## src/rtl/sram_port_arbiter_pkg.sv

```systemverilog
// sram_port_arbiter_pkg: state/owner encodings and default starvation limit for the memory port arbiter
package sram_port_arbiter_pkg;
  typedef enum logic [1:0] {ARB_IDLE = 2'd0, ARB_REQ = 2'd1, ARB_WAIT = 2'd2} arb_state_e;
  typedef enum logic {ARB_OWN_INST = 1'b0, ARB_OWN_DATA = 1'b1} arb_own_e;
  localparam int ARB_STARVE_LIMIT = 4;
endpackage

```

## src/rtl/sram_port_arbiter.sv

```systemverilog
// sram_port_arbiter: shares one SRAM-like port between fetch and data masters, one transaction at a time
module sram_port_arbiter
  import sram_port_arbiter_pkg::*;
#(
  parameter int STARVE_LIMIT = ARB_STARVE_LIMIT
) (
  input  logic        clk,
  input  logic        rst,
  input  logic        flush,
  input  logic        inst_req,
  input  logic [31:0] inst_addr,
  output logic        inst_addr_ok,
  output logic        inst_data_ok,
  output logic [31:0] inst_rdata,
  input  logic        data_req,
  input  logic        data_wr,
  input  logic [1:0]  data_size,
  input  logic [3:0]  data_wstrb,
  input  logic [31:0] data_addr,
  input  logic [31:0] data_wdata,
  output logic        data_addr_ok,
  output logic        data_data_ok,
  output logic [31:0] data_rdata,
  output logic        mem_req,
  output logic        mem_wr,
  output logic [1:0]  mem_size,
  output logic [3:0]  mem_wstrb,
  output logic [31:0] mem_addr,
  output logic [31:0] mem_wdata,
  input  logic        mem_addr_ok,
  input  logic        mem_data_ok,
  input  logic [31:0] mem_rdata,
  output logic        busy
);
  localparam int CW = $clog2(STARVE_LIMIT + 1);
  localparam logic [CW-1:0] LIM = CW'(STARVE_LIMIT);
  arb_state_e    state_q;
  arb_own_e      own_q;
  logic          wr_q, discard_q;
  logic [1:0]    size_q;
  logic [3:0]    wstrb_q;
  logic [31:0]   addr_q, wdata_q;
  logic [CW-1:0] starve_cnt_q, starve_cnt_d;
  logic          idle, inst_go, data_go, inst_forced;
  assign idle        = state_q == ARB_IDLE;
  assign inst_forced = inst_req && !flush && starve_cnt_q == LIM;
  // rst gates the grants so every output reads 0 while reset is held
  assign inst_go     = rst && idle && inst_req && !flush && (inst_forced || !data_req);
  assign data_go     = rst && idle && data_req && !inst_forced;
  assign starve_cnt_d = (inst_go || !inst_req) ? '0 :
                        (starve_cnt_q == LIM ? starve_cnt_q : starve_cnt_q + 1'b1);
  always_ff @(posedge clk or negedge rst) begin
    if (!rst) begin
      state_q      <= ARB_IDLE;
      own_q        <= ARB_OWN_INST;
      wr_q         <= 1'b0;
      size_q       <= '0;
      wstrb_q      <= '0;
      addr_q       <= '0;
      wdata_q      <= '0;
      discard_q    <= 1'b0;
      starve_cnt_q <= '0;
    end else begin
      if (inst_go || data_go) begin
        state_q      <= ARB_REQ;
        own_q        <= data_go ? ARB_OWN_DATA : ARB_OWN_INST;
        wr_q         <= data_go && data_wr;
        size_q       <= data_go ? data_size : 2'd2;
        wstrb_q      <= data_go ? data_wstrb : 4'd0;
        addr_q       <= data_go ? data_addr : inst_addr;
        wdata_q      <= data_go ? data_wdata : 32'd0;
        discard_q    <= 1'b0;
        starve_cnt_q <= starve_cnt_d;
      end else if (state_q == ARB_REQ && mem_addr_ok) begin
        state_q <= ARB_WAIT;
      end else if (state_q == ARB_WAIT && mem_data_ok) begin
        state_q <= ARB_IDLE;
      end
      if (!idle && own_q == ARB_OWN_INST && flush) discard_q <= 1'b1;
    end
  end
  assign inst_addr_ok = inst_go;
  assign data_addr_ok = data_go;
  assign mem_req      = state_q == ARB_REQ;
  assign mem_wr       = wr_q;
  assign mem_size     = size_q;
  assign mem_wstrb    = wstrb_q;
  assign mem_addr     = addr_q;
  assign mem_wdata    = wdata_q;
  assign busy         = !idle;
  // a flush in the completion cycle also suppresses the inst response
  assign inst_data_ok = state_q == ARB_WAIT && mem_data_ok && own_q == ARB_OWN_INST && !discard_q && !flush;
  assign data_data_ok = state_q == ARB_WAIT && mem_data_ok && own_q == ARB_OWN_DATA;
  assign inst_rdata   = inst_data_ok ? mem_rdata : 32'd0;
  assign data_rdata   = data_data_ok ? mem_rdata : 32'd0;
endmodule
```

## config.mk

```make
export PLATFORM = sky130hd
export DESIGN_NAME = sram_port_arbiter
export DESIGN_NICKNAME = d
export VERILOG_FILES = /design/src/rtl/sram_port_arbiter_pkg.sv /design/src/rtl/sram_port_arbiter.sv
export SDC_FILE = /design/constraint.sdc
export NUM_CORES = 1
export LEC_CHECK = 0
export CORE_ASPECT_RATIO = 1.2
export CORE_MARGIN = 2
export CORE_UTILIZATION = 32
export DETAILED_ROUTE_END_ITERATION = 7
export MAX_ROUTING_LAYER = met4
export PLACE_DENSITY_LB_ADDON = 0.1
export SETUP_SLACK_MARGIN = 0.2
export SLEW_MARGIN = 20
export SYNTH_ARGS = -nofsm -noshare
export SYNTH_HDL_FRONTEND = slang
export SYNTH_SLANG_ARGS = --single-unit
export TNS_END_PERCENT = 5
```

## constraint.sdc

```tcl
create_clock -name clk -period 2.08 [get_ports clk]
set_input_delay 0.416 -clock clk [delete_from_list [all_inputs] [get_ports clk]]
set_output_delay 0.416 -clock clk [all_outputs]
set_load 0.02 [all_outputs]
```

Yosys cells after proc, flatten, opt, wreduce, memory -nomap -nowiden
Cells that the tools add are included.
Storage, ports and cells
  bits in registers: 78
  bits in latches: 0
  RAM bits: 0
  bits in read-only memories: 0
  memories kept: 0
Operators by class
  divide/modulo/power cells: 0
  shift-type cells: 0
  equality and inequality tests: 4
  reductions and logical operators: 30
  multiply operators: 0
  multiplexer cells: 14
  order comparisons: 0
  bitwise gates (word level): 1
  add/sub/neg operators: 1
Operators with widths (count)
  $mux W32: 4
  $logic_and A1 B1 Y1: 17
  $mux W2: 4
  $logic_not A1 Y1: 6
  $mux W3: 2
  $mux W4: 1
  $add A3 B1 Y3 const B: 1
  $eq A3 B3 Y1 const B: 1
  $logic_or A1 B1 Y1: 3
  $mux W1: 3
  $reduce_bool A3 Y1: 1
  $eq A2 B1 Y1 const B: 1
  $eq A2 B2 Y1 const B: 1
  $logic_not A2 Y1: 1
  $ne A2 B2 Y1 const B: 1
  $reduce_and A2 Y1: 1
  $reduce_bool A2 Y1: 1
  $not A1 Y1: 1

Logic depth before layout (Yosys ltp)
Gate-level depths: netlist (run 1).
  depth in word-level cells: 8
  mapped depth: 9

Worst setup path after synthesis (run 1)
OpenSTA, ideal clock, no wires.
  kind: register to output
  start: reg state_q[1]
  end: out inst_addr_ok
  stages on the path, launching flop included: 5
  arrival time: 1735 ps
  setup slack: -71 ps
  data required time: 1664 ps
  path buffers: 2
  cell sequence: dfrtp_1 or3b_4 clkbuf_1 clkbuf_1 nor3_1
Between the ends
  longest elaborated chain between the ends: 5
RTL lines
  start, declared: RTL line sram_port_arbiter.sv:37  | arb_state_e state_q;
  start signal, assigned: RTL line sram_port_arbiter.sv:54  | state_q <= ARB_IDLE;
  start signal, assigned: RTL line sram_port_arbiter.sv:65  | state_q <= ARB_REQ;
  start signal, assigned: RTL line sram_port_arbiter.sv:75  | state_q <= ARB_WAIT;
  $logic_not A2 Y1: RTL line sram_port_arbiter.sv:45  | assign idle = state_q == ARB_IDLE;
  $logic_and A1 B1 Y1 (4 in a row): RTL line sram_port_arbiter.sv:48  | assign inst_go = rst && idle && inst_req && !flush && (inst_forced || !data_req);
  end, declared: RTL line sram_port_arbiter.sv:12  | output logic inst_addr_ok,
Every way passes these cells.

Final worst setup path (run 1)
  start: reg state_q[0]
  end: out data_addr_ok
Between the ends
  longest elaborated chain between the ends: 4
RTL lines
  $logic_not A2 Y1: RTL line sram_port_arbiter.sv:45
  $logic_and A1 B1 Y1 (3 in a row): RTL line sram_port_arbiter.sv:49  | assign data_go = rst && idle && data_req && !inst_forced;
  end, declared: RTL line sram_port_arbiter.sv:21  | output logic data_addr_ok,
Every way passes these cells.

==> results of run 1 <==
routing by layer:
metal | vias up | wire (um)
met2 | 210 | 7890
met5 | - | 0
li1 | 2046 | -
met1 | 2112 | 6720
met3 | 30 | 996
met4 | 0 | 446
cells in the mapped netlist:
cell / number / area share, %
or3b_4: 1 / 0.29
and3_1: 2 / 0.32
a22o_1: 39 / 8.7
nand2_1: 5 / 0.48
nor3b_2: 1 / 0.32
ha_1: 2 / 0.64
a22oi_1: 1 / 0.19
nor4b_1: 1 / 0.22
o21ai_1: 1 / 0.13
or4b_2: 1 / 0.26
nor4_1: 31 / 4.9
nand4_1: 1 / 0.16
nand2b_1: 1 / 0.16
o311ai_0: 1 / 0.22
dfrtp_1: 78 / 50
inv_1: 5 / 0.48
o21ai_0: 34 / 4.3
and4b_1: 1 / 0.26
o211ai_1: 1 / 0.19
or2_2: 1 / 0.16
nor3_1: 2 / 0.26
nand3_1: 31 / 4.0
a31oi_1: 32 / 5.1
clkbuf_1: 33 / 3.2
o22a_1: 1 / 0.22
nor2b_1: 3 / 0.48
buf_6: 8 / 2.3
clkinv_4: 1 / 0.22
mux2i_1: 1 / 0.26
and2_1: 64 / 10
a21boi_0: 1 / 0.19
a221o_1: 1 / 0.26
a32o_1: 1 / 0.26
buf_2: 1 / 0.13
clkinv_1: 1 / 0.096
a21oi_1: 2 / 0.26
or3_1: 1 / 0.16
o221ai_1: 1 / 0.22
nor2_1: 1 / 0.096
flip-flops by register name, indices dropped and copies added, names as in the netlist:
signal        cells
own_q             1
mem_addr         32
mem_size          2
mem_wstrb         4
mem_wr            1
mem_wdata        32
state_q           2
starve_cnt_q      3
discard_q         1
worst paths after layout:
check                                        start                        end  slack, ns  cells past startpoint
setup / recovery            state_q[0]$_DFFE_PN0P_               data_addr_ok      -0.07                      4
hold / removal                                 rst      discard_q$_DFFE_PN0P_       0.06                      2
setup reg to reg            state_q[0]$_DFFE_PN0P_   mem_addr[31]$_DFFE_PN0P_       0.13                      5
hold reg to reg            mem_size[1]$_DFFE_PN0P_    mem_size[1]$_DFFE_PN0P_       0.49                      1
max in group asynchronous                      rst  mem_wdata[13]$_DFFE_PN0P_       0.98                      3
min in group clk           mem_size[1]$_DFFE_PN0P_    mem_size[1]$_DFFE_PN0P_       0.49                      1
power by group:
| group | internal [mW] | leakage [nW] | switching, mW | total (mW) |
|---|---|---|---|---|
| logic | 2.55 | 2.20 | 2.53 | 5.08 |
| registers | 2.27 | 0.943 | 0.398 | 2.67 |
| clock network | 0.836 | 0.136 | 0.696 | 1.53 |
final cells by class:
cell class	instances	area [sq um]	share of cell area [%]
Inverter	7	31.3	0.405
Clock inverter	7	63.8	0.827
Multi-Input combinational cell	267	1890	24.4
Clock buffer	9	225	2.92
Timing Repair Buffer	321	3360	43.5
Tap cell	161	201	2.61
Sequential cell	78	1950	25.3
layout by cell type, fill, tap and decap left out, types with 2 or more instances in the layout:
| master | instances |
|---|---|
| dlygate4sd2_1 | 2 |
| buf_4 | 29 |
| nand3_1 | 31 |
| a21oi_1 | 2 |
| o21ai_0 | 34 |
| inv_8 | 2 |
| clkbuf_16 | 11 |
| inv_6 | 2 |
| buf_16 | 3 |
| clkinvlp_4 | 2 |
| nand2_1 | 5 |
| a31oi_1 | 32 |
| dfrtp_1 | 78 |
| clkinv_4 | 2 |
| inv_1 | 4 |
| a22o_1 | 39 |
| buf_12 | 6 |
| clkdlybuf4s50_1 | 209 |
| nor4_1 | 31 |
| and2_4 | 45 |
| and3_4 | 2 |
| and2_1 | 19 |
| buf_6 | 68 |
cell families after synthesis:
| kind of cell | share of synthesized area [%] |
|---|---|
| compound gates | 20.3 |
| simple gates | 22.7 |
| mux | 0.255 |
| buf+inv | 6.38 |
| fa+ha+maj | 0.638 |
| flops | 49.7 |
critical path: stages (launching register included):
cell and delay [ns]:
dfrtp_1 0.40, or3b_4 0.42, or3_4 0.40, clkinv_4 0.06, buf_6 0.11
through the flow:
stage	TNS [ns]	cell area [sq um]	power, mW
finish	-1.66	7710	9.28
global route	-5.03	7710	9.79
CTS	-1.63	7550	9.22
detailed placement	-45.32	7030	7.52
global placement	-43.90	7030	7.46
floorplan	0	3940	5.03
repair_timing:
action,CTS,global route
gates cloned,2,2
resized for setup,434,39
setup buffers,3,2
pin swaps,10,29
setup endpoints to repair,109,109
==> results_dict.tcl, run 1 <==
set metrics [dict create \
    grt-busiest-layer "met2" \
    clk_path_buf_depth 2 \
    cts.sinks 78 \
    worst_pin_slew_ns 0.737 \
    clk_latency_ns 0.34 \
    pre_cts_ws_ns -0.591 \
    synth_cells 394 \
    drtPass1Iterations 4 \
    drive_gt1_share_pct 26.9 \
    rows 44 \
    arrival_ns 1.74 \
    post_drt_wl_per_cell_um 18.9 \
    cts-root-buf "clkbuf_16" \
    ios 283 \
    fill_cells 991 \
    use_met2_pct 39.2 \
    n_antenna_cell 0 \
    worstPathRequired_ns 1.66 \
    finalCritPeriodShare_pct 103 \
    crit_type "register to output port" \
    hp-class "input pin to async pin" \
    grt-ovfl-total 0 \
    skew_ns 0.00528 \
    drc_errors 0 \
    finalSetupViolCount 36 \
    status "finished, violations left" \
    hpwlAfterDp_um 11000 \
    io_buffers 282 \
    clk_pin_slew_worst_paths_ns 0.06 \
    grt_max_degree 68 \
    grt_use_met1_pct 29.5 \
    maxCapViolations 0 \
    place_congestion 0.848 \
    cp-end-kind "output port" \
    hold_buffers 0 \
    syn_nets 538 \
    vias 4398 \
    cp-start-kind "register" \
    syn-mean-instance-area_sq_um 9.96 \
    p_per_area_nw_per_um2 1200 \
    antenna_found_initial 0 \
    synth_cell_types 39 \
    met3_usage_pct 5.47 \
    timing.fmax_mhz 465 \
    synth.yosys.seq_area_share_pct 49.7 \
    slew_violations 0 \
    final_nets 828 \
    finalWorstSetupSlack_ns -0.0720 \
    placed_cells 825 \
    dieHeight_um 125 \
    path_max_fanout 3 \
    cts_max_level 3 \
    slew_headroom_pct 50.9 \
    dr.first_iter.drc_count 278 \
    period_minus_slack_ns 2.15 \
    vias_per_cell 5.17 \
    timing.hold.ws_ns 0.0620 \
    ir_drop_v 0.000540 \
    synth-seq-cells 78 \
    drt.antenna.violating_nets 0 \
    cts_buffers 9 \
    grt_pass1_wl_um 24700 \
    rsz0062_at_grt "true" \
    core_sq_um 12100 \
    syn2layout_area_growth_pct 96.6 \
    cts_tree "yes" \
    fp.dieW_um 105 \
    initial_utilization_pct 32.5 \
    syn_area_sq_um 3920 \
    violations "setup timing" \
    power_leakage_nw 3.28 \
    wl_um 16100 \
    grt_usage_pct 24.1 \
    yosysWarnings 0 \
    fp.dieArea_sq_um 13200 \
    first_global_vias 4444 \
    hold_violations 0 \
    final_util_pct 64.0 \
    stdcell_count 850 \
]
No activity file was read; power rests on OpenSTA's default activity.
==> run 2, diff against run 1 <==
--- a/config.mk
+++ b/config.mk
@@ -5,6 +5,7 @@
 export SDC_FILE = /design/constraint.sdc
 export NUM_CORES = 1
 export LEC_CHECK = 0
+export CAP_MARGIN = 0
 export CORE_ASPECT_RATIO = 1.2
 export CORE_MARGIN = 2
 export CORE_UTILIZATION = 32
==> results of run 2 <==
Final layout, timing and power as in run 1 (identical DEF).
